--- src/rtl/sha256_pkg.sv ---
`default_nettype none
// ============================================================================
//  Module   : sha256_pkg
//  Purpose  : Shared SHA-256 digest geometry and collector state encoding.
//             The core controller and the digest collector both size their
//             64-beat output window from these constants.
//  Revision : 1.0 - initial release
// ============================================================================
package sha256_pkg;

  localparam int NIBBLE_W = 4;
  localparam int DIGEST_W = 256;
  localparam int BEATS    = DIGEST_W / NIBBLE_W;

  // HOLD presents a digest; DRAIN also presents it but skips the rest of a
  // window that began while the host was still stalled.
  typedef enum logic [1:0] {
    IDLE    = 2'd0,
    COLLECT = 2'd1,
    HOLD    = 2'd2,
    DRAIN   = 2'd3
  } collector_state_t;

endpackage : sha256_pkg
`default_nettype wire

--- src/rtl/sha256_digest_collector_if.sv ---
`default_nettype none
// ============================================================================
//  Module   : sha256_digest_collector_if
//  Purpose  : Digest beat stream from the core plus the host valid/ready
//             result channel and the error pulses.
//  Revision : 1.0 - initial release
// ============================================================================
interface sha256_digest_collector_if #(
  parameter int NIBBLE_W = sha256_pkg::NIBBLE_W,
  parameter int DIGEST_W = sha256_pkg::DIGEST_W
) ();

  logic                output_enable;
  logic [NIBBLE_W-1:0] digest_nibble;
  logic                digest_ready;
  logic                digest_valid;
  logic [DIGEST_W-1:0] digest;
  logic                short_err;
  logic                overrun;

  // Core/host side: drives beats and the ready strobe.
  modport master (
    output output_enable,
    output digest_nibble,
    output digest_ready,
    input  digest_valid,
    input  digest,
    input  short_err,
    input  overrun
  );

  // Collector side.
  modport slave (
    input  output_enable,
    input  digest_nibble,
    input  digest_ready,
    output digest_valid,
    output digest,
    output short_err,
    output overrun
  );

endinterface : sha256_digest_collector_if
`default_nettype wire

--- src/rtl/sha256_digest_collector_nibble_shift_reg.sv ---
`default_nettype none
// ============================================================================
//  Module   : nibble_shift_reg
//  Purpose  : Shift-in register. clr_i empties it, shift_i appends din_i at
//             the LSB end; both together start a fresh value with din_i.
//  Revision : 1.0 - initial release
// ============================================================================
module nibble_shift_reg #(
  parameter int WIDTH = 256,
  parameter int STEP  = 4
) (
  input  logic             clk,
  input  logic             reset,
  input  logic             clr_i,
  input  logic             shift_i,
  input  logic [STEP-1:0]  din_i,
  output logic [WIDTH-1:0] q_o
);

  logic [WIDTH-1:0] reg_q;
  logic [WIDTH-1:0] base;
  logic [WIDTH-1:0] reg_d;

  // Next value: optionally cleared, then optionally shifted by one beat.
  always_comb begin
    base  = clr_i ? '0 : reg_q;
    reg_d = shift_i ? {base[WIDTH-STEP-1:0], din_i} : base;
  end

  // Register only updates when asked, so it holds a finished digest.
  always_ff @(posedge clk) begin
    if (reset) begin
      reg_q <= '0;
    end else if (clr_i || shift_i) begin
      reg_q <= reg_d;
    end
  end

  assign q_o = reg_q;

endmodule : nibble_shift_reg
`default_nettype wire

--- src/rtl/sha256_digest_collector.sv ---
`default_nettype none
// ============================================================================
//  Module   : sha256_digest_collector
//  Purpose  : Assembles the core's 64 x 4-bit digest beats into a 256-bit
//             word, holds it behind valid/ready, and flags truncated windows
//             and windows lost while the host stalled.
//  Revision : 1.0 - initial release
// ============================================================================
module sha256_digest_collector #(
  parameter int NIBBLE_W = sha256_pkg::NIBBLE_W,
  parameter int DIGEST_W = sha256_pkg::DIGEST_W,
  parameter int BEATS    = sha256_pkg::BEATS
) (
  input  logic clk,
  input  logic reset,
  sha256_digest_collector_if.slave bus
);

  localparam int               CNT_W     = $clog2(BEATS + 1);
  localparam logic [CNT_W-1:0] LAST_BEAT = CNT_W'(BEATS - 1);
  localparam logic [CNT_W-1:0] ONE_BEAT  = CNT_W'(1);

  sha256_pkg::collector_state_t state_q, state_d;
  logic [CNT_W-1:0]    cnt_q, cnt_d;
  logic                oe_d_q;
  logic                short_err_q, short_err_d;
  logic                overrun_q, overrun_d;
  logic                acc_clr, acc_shift;
  logic [DIGEST_W-1:0] acc_q;
  logic                win_start;
  logic                handshake;
  logic                valid;

  // The accumulator doubles as the presented digest: it stops shifting in
  // HOLD/DRAIN, so it stays stable until the host takes it.
  nibble_shift_reg #(
    .WIDTH (DIGEST_W),
    .STEP  (NIBBLE_W)
  ) u_acc (
    .clk     (clk),
    .reset   (reset),
    .clr_i   (acc_clr),
    .shift_i (acc_shift),
    .din_i   (bus.digest_nibble),
    .q_o     (acc_q)
  );

  // oe_d_q resets high so a window already in flight at reset is skipped.
  assign win_start = bus.output_enable && !oe_d_q;
  assign valid     = (state_q == sha256_pkg::HOLD) || (state_q == sha256_pkg::DRAIN);
  assign handshake = valid && bus.digest_ready;

  // State, beat counter, edge-detect history and the one-cycle error pulses.
  always_ff @(posedge clk) begin
    if (reset) begin
      state_q     <= sha256_pkg::IDLE;
      cnt_q       <= '0;
      oe_d_q      <= 1'b1;
      short_err_q <= 1'b0;
      overrun_q   <= 1'b0;
    end else begin
      state_q     <= state_d;
      cnt_q       <= cnt_d;
      oe_d_q      <= bus.output_enable;
      short_err_q <= short_err_d;
      overrun_q   <= overrun_d;
    end
  end

  // Next-state logic and accumulator controls.
  always_comb begin
    state_d     = state_q;
    cnt_d       = cnt_q;
    acc_clr     = 1'b0;
    acc_shift   = 1'b0;
    short_err_d = 1'b0;
    overrun_d   = 1'b0;

    case (state_q)
      sha256_pkg::IDLE: begin
        // Only a fresh window is accepted; tails of long windows are ignored.
        if (win_start) begin
          acc_clr   = 1'b1;
          acc_shift = 1'b1;
          cnt_d     = ONE_BEAT;
          state_d   = sha256_pkg::COLLECT;
        end
      end

      sha256_pkg::COLLECT: begin
        if (bus.output_enable) begin
          acc_shift = 1'b1;
          cnt_d     = cnt_q + 1'b1;
          if (cnt_q == LAST_BEAT) begin
            state_d = sha256_pkg::HOLD;
          end
        end else begin
          short_err_d = 1'b1;
          acc_clr     = 1'b1;
          cnt_d       = '0;
          state_d     = sha256_pkg::IDLE;
        end
      end

      sha256_pkg::HOLD: begin
        if (handshake) begin
          if (win_start) begin
            // Host freed the slot in time: this beat is beat 0 of the next digest.
            acc_clr   = 1'b1;
            acc_shift = 1'b1;
            cnt_d     = ONE_BEAT;
            state_d   = sha256_pkg::COLLECT;
          end else begin
            state_d = sha256_pkg::IDLE;
          end
        end else if (win_start) begin
          overrun_d = 1'b1;
          state_d   = sha256_pkg::DRAIN;
        end
      end

      sha256_pkg::DRAIN: begin
        // The lost window has no usable start once accepted, so IDLE waits
        // for its end before collecting again.
        if (handshake) begin
          state_d = sha256_pkg::IDLE;
        end else if (!bus.output_enable) begin
          state_d = sha256_pkg::HOLD;
        end
      end

      default: begin
        state_d = sha256_pkg::IDLE;
      end
    endcase
  end

  assign bus.digest_valid = valid;
  assign bus.digest       = acc_q;
  assign bus.short_err    = short_err_q;
  assign bus.overrun      = overrun_q;

endmodule : sha256_digest_collector
`default_nettype wire

--- src/flat_wrapper.sv ---
// flat-port wrapper written by rule: the top's interface ports become plain ports
module sha256_digest_collector_flat 
#(
  parameter int NIBBLE_W = sha256_pkg::NIBBLE_W,
  parameter int DIGEST_W = sha256_pkg::DIGEST_W,
  parameter int BEATS    = sha256_pkg::BEATS
)
  (clk, reset, bus_output_enable, bus_digest_nibble, bus_digest_ready, bus_digest_valid, bus_digest, bus_short_err, bus_overrun);
  sha256_digest_collector_if #(.NIBBLE_W(NIBBLE_W), .DIGEST_W(DIGEST_W)) bus_i ();
  input  logic clk;
  input  logic reset;
  input wire logic [$bits(bus_i.output_enable)-1:0] bus_output_enable;
  input wire logic [$bits(bus_i.digest_nibble)-1:0] bus_digest_nibble;
  input wire logic [$bits(bus_i.digest_ready)-1:0] bus_digest_ready;
  output wire logic [$bits(bus_i.digest_valid)-1:0] bus_digest_valid;
  output wire logic [$bits(bus_i.digest)-1:0] bus_digest;
  output wire logic [$bits(bus_i.short_err)-1:0] bus_short_err;
  output wire logic [$bits(bus_i.overrun)-1:0] bus_overrun;
  assign bus_i.output_enable = bus_output_enable;
  assign bus_i.digest_nibble = bus_digest_nibble;
  assign bus_i.digest_ready = bus_digest_ready;
  assign bus_digest_valid = bus_i.digest_valid;
  assign bus_digest = bus_i.digest;
  assign bus_short_err = bus_i.short_err;
  assign bus_overrun = bus_i.overrun;
  sha256_digest_collector #(.NIBBLE_W(NIBBLE_W), .DIGEST_W(DIGEST_W), .BEATS(BEATS)) u_core (.clk(clk), .reset(reset), .bus(bus_i));
endmodule
--- config.mk ---
export PLATFORM = sky130hd
export DESIGN_NAME = sha256_digest_collector_flat
export DESIGN_NICKNAME = d
export VERILOG_FILES = /design/src/rtl/sha256_pkg.sv /design/src/rtl/sha256_digest_collector_if.sv /design/src/rtl/sha256_digest_collector_nibble_shift_reg.sv /design/src/rtl/sha256_digest_collector.sv /design/src/flat_wrapper.sv
export SDC_FILE = /design/constraint.sdc
export NUM_CORES = 1
export LEC_CHECK = 0
export BUFFER_PORTS_ARGS = -buffer_cell sky130_fd_sc_hd__buf_4
export CAP_MARGIN = 20
export CORE_MARGIN = 2
export CORE_UTILIZATION = 52
export DETAILED_ROUTE_END_ITERATION = 10
export PLACE_DENSITY = 0.79
export SYNTH_ARGS = -nofsm -noshare
export SYNTH_HDL_FRONTEND = slang
export SYNTH_SLANG_ARGS = --single-unit
export TNS_END_PERCENT = 50
--- constraint.sdc ---
create_clock -name clk -period 1.8 [get_ports clk]
set_input_delay 0.18 -clock clk [delete_from_list [all_inputs] [get_ports clk]]
set_output_delay 0.18 -clock clk [all_outputs]
set_load 0.01 [all_outputs]
==> out/summary.txt <==
Status: completed
CP endpoint kind: flip-flop
Number of max-cap violations: 0
VDD IR max: 0.786 mV
Library cells used by synthesis: 33
Layout cells sized above 1: 0.244
Max Used Layer: met4
Initial antenna violation count: 0
Total CTS buffers: 27
Number of global-route vias before repair: 7,768
Port bufs: 266
Die X: 139 um
Synth warn: 0
Mapped Area: 9490 um^2
Most common cell after layout, fill and taps aside: nand2_1
GRT Residual Overflow: 0
CP required: 2.23 ns
Fin Hold WS: 0.460 ns
Starting Density: 0.530
Fin crit period: 1.71 ns
DR WL/cell: 15.1 um
Most frequent cells in the layout: nand2_1, buf_4, dfxtp_1
Cell taking the most area after synthesis: dfxtp_1
DRT Pass-1 Iters: 5
Detailed Route WL: 25.2 mm
Leak pwr: 4.86 nW
Max-slew headroom: 0.724
Area contributors post-synth: dfxtp_1, nand2_1, a21oi_1
Clock root buffer master: clkbuf_16
Die ar.: 19,300 um^2
Via density per instance: 5.20
Iter 0 DRT Violations: 581
Worst-margin pin slew: 0.413 ns
Placed Cells: 1,609
Die height: 139 um
DR WL met3: 2.02 mm
Clock sink count: 268
Core ar.: 17,900 um^2
Met2 routed WL: 12.3 mm
Critical path class: reg2reg
Final-report max-slew violation count: 0
Data arrival, critical path: 2.14 ns
Pwr/cell area: 979 nW/um^2
Total power draw: 0.0125 W
CP max FO: 56
Max clock buf depth: 3
FF+latch count, synth: 268
Sequential fraction of the synthesis area: 0.566
# nets final: 1,430
Post-Synthesis Cells: 1,173
Dpl ws: 0.0318 ns
Mapped Nets: 1,182
Fin. Hold Viols: 0
Max Freq: 584 MHz
Worst setup margin: 0.0889 ns
First-pass GRT wire length: 39.2 mm
Clk Latency, worst-skew pair: 0.52 ns
Final Util: 0.710
Fill cells: 1,366
I/O pins: 267
Largest net degree at the start of global routing: 108
Htree depth: 1
Mean Syn Cell Area: 8.09 um^2
DRC violations left: 0
Final setup fails: 0
Setup Skew: 0.00698 ns
N_diodes: 0
Share of Yosys cell area claimed by the top area cell type: 0.566
CP startpoint kind: flip-flop
Fin crit share: 0.951
RePlAce Congestion: 0.866
Via count: 8,664
Area Overhead vs Synth: 34.0%
Hold Path Class: reg2reg
CTS tree: done
GRT Resource Usage Total: 0.240
ANT nets after route: 0
Std-Cell Rows: 49
HPWL Detailed: 16.5 mm
Metal-1 WL: 10.2 mm
Clk slew on worst S/H paths: 0.06 ns
Layout Cells excl Fill: 1,667
==> per-layer routing <==
| layer | global-route usage | vias up |
|---|---|---|
| met5 | 0 | - |
| met2 | 0.400 | 319 |
| met4 | 0.0819 | 0 |
| met1 | 0.302 | 4008 |
| met3 | 0.0660 | 45 |
| li1 | - | 4292 |
==> logic make-up after synthesis <==
logic type,Yosys count,share of synthesized area
and+or+nand+nor,539,0.220
AOI/OAI and AO/OA,272,0.148
DFF,268,0.566
buffers and inverters,92,0.0646
xor gates and xnor gates,1,0.000923
adders and majority gates,1,0.00132
==> final cells by class <==
| class | count | area, um^2 | area share |
|---|---|---|---|
| inverters | 2 | 7.51 | 0.000590 |
| well taps | 229 | 287 | 0.0225 |
| flip-flops and latches | 268 | 5370 | 0.422 |
| multi-input cells | 814 | 3550 | 0.279 |
| repair buffers | 308 | 2560 | 0.201 |
| clock buffers | 39 | 781 | 0.0614 |
| clock inverters | 7 | 160 | 0.0126 |
==> cells in the mapped netlist (all sizes together) <==
cell     number
buf          79
nor2b         3
a22oi         4
nor2          8
clkbuf       11
nand3         3
nand4         1
a41o          1
nand3b        1
xnor2         1
nor3          2
a211o         1
or3           3
a21oi       257
o31ai         1
dfxtp       268
or2           1
a32oi         1
nand2b        2
nor3b         1
or3b          1
a211oi        2
a221oi        1
or4b          1
or4           2
nand2       510
o2bb2ai       1
o21ai         3
inv           2
ha            1
==> power breakdown <==
group          switching (W)  internal (W)
sequential         0.0000110       0.00594
clock                0.00222       0.00370
combinational       0.000400      0.000187
total                0.00263       0.00983
==> through the flow <==
| stage | TNS (ns) | area (um^2) |
|---|---|---|
| 6_report | 0 | 12700 |
| 3_5_place_dp | 0 | 11600 |
| 3_3_place_gp | 0 | 11600 |
| 2_1_floorplan | 0 | 9490 |
| 5_1_grt | -0.0170 | 12700 |
| 4_1_cts | 0 | 12600 |
==> flip-flops by register name, indices dropped and copies added (netlist names) <==
| name | flops |
|---|---|
| u_core.cnt_q | 7 |
| u_core.bus.overrun | 1 |
| u_core.oe_d_q | 1 |
| u_core.u_acc.q_o | 256 |
| u_core.state_q | 2 |
| u_core.bus.short_err | 1 |
==> path summary, 6_finish.rpt <==
check                        start                    end  slack [ns]  cells past startpoint
max                  u_core.oe_d_q   u_core.u_acc.q_o[36]        0.09                      5
max reg2reg          u_core.oe_d_q   u_core.u_acc.q_o[36]        0.09                      5
min reg2reg  u_core.u_acc.q_o[254]  u_core.u_acc.q_o[254]        0.46                      2
min          u_core.u_acc.q_o[254]  u_core.u_acc.q_o[254]        0.46                      2
==> what timing repair did <==
action	4_1_cts	5_1_grt
pin swaps	1	2
hold buffers	8	0
hold endpoints to repair	11	0
cloned	0	2
setup endpoints to repair	2	204
buffers inserted	0	2
gates resized for setup	1	10
==> worst max-delay path, cell delays in order (launching register included) <==
cell     delay (ns)
dfxtp_1        0.38
nor2b_2        0.34
a211o_4        0.30
buf_12         0.27
nand2_1        0.11
a21oi_1        0.18
(Power assumes the default switching activity.)
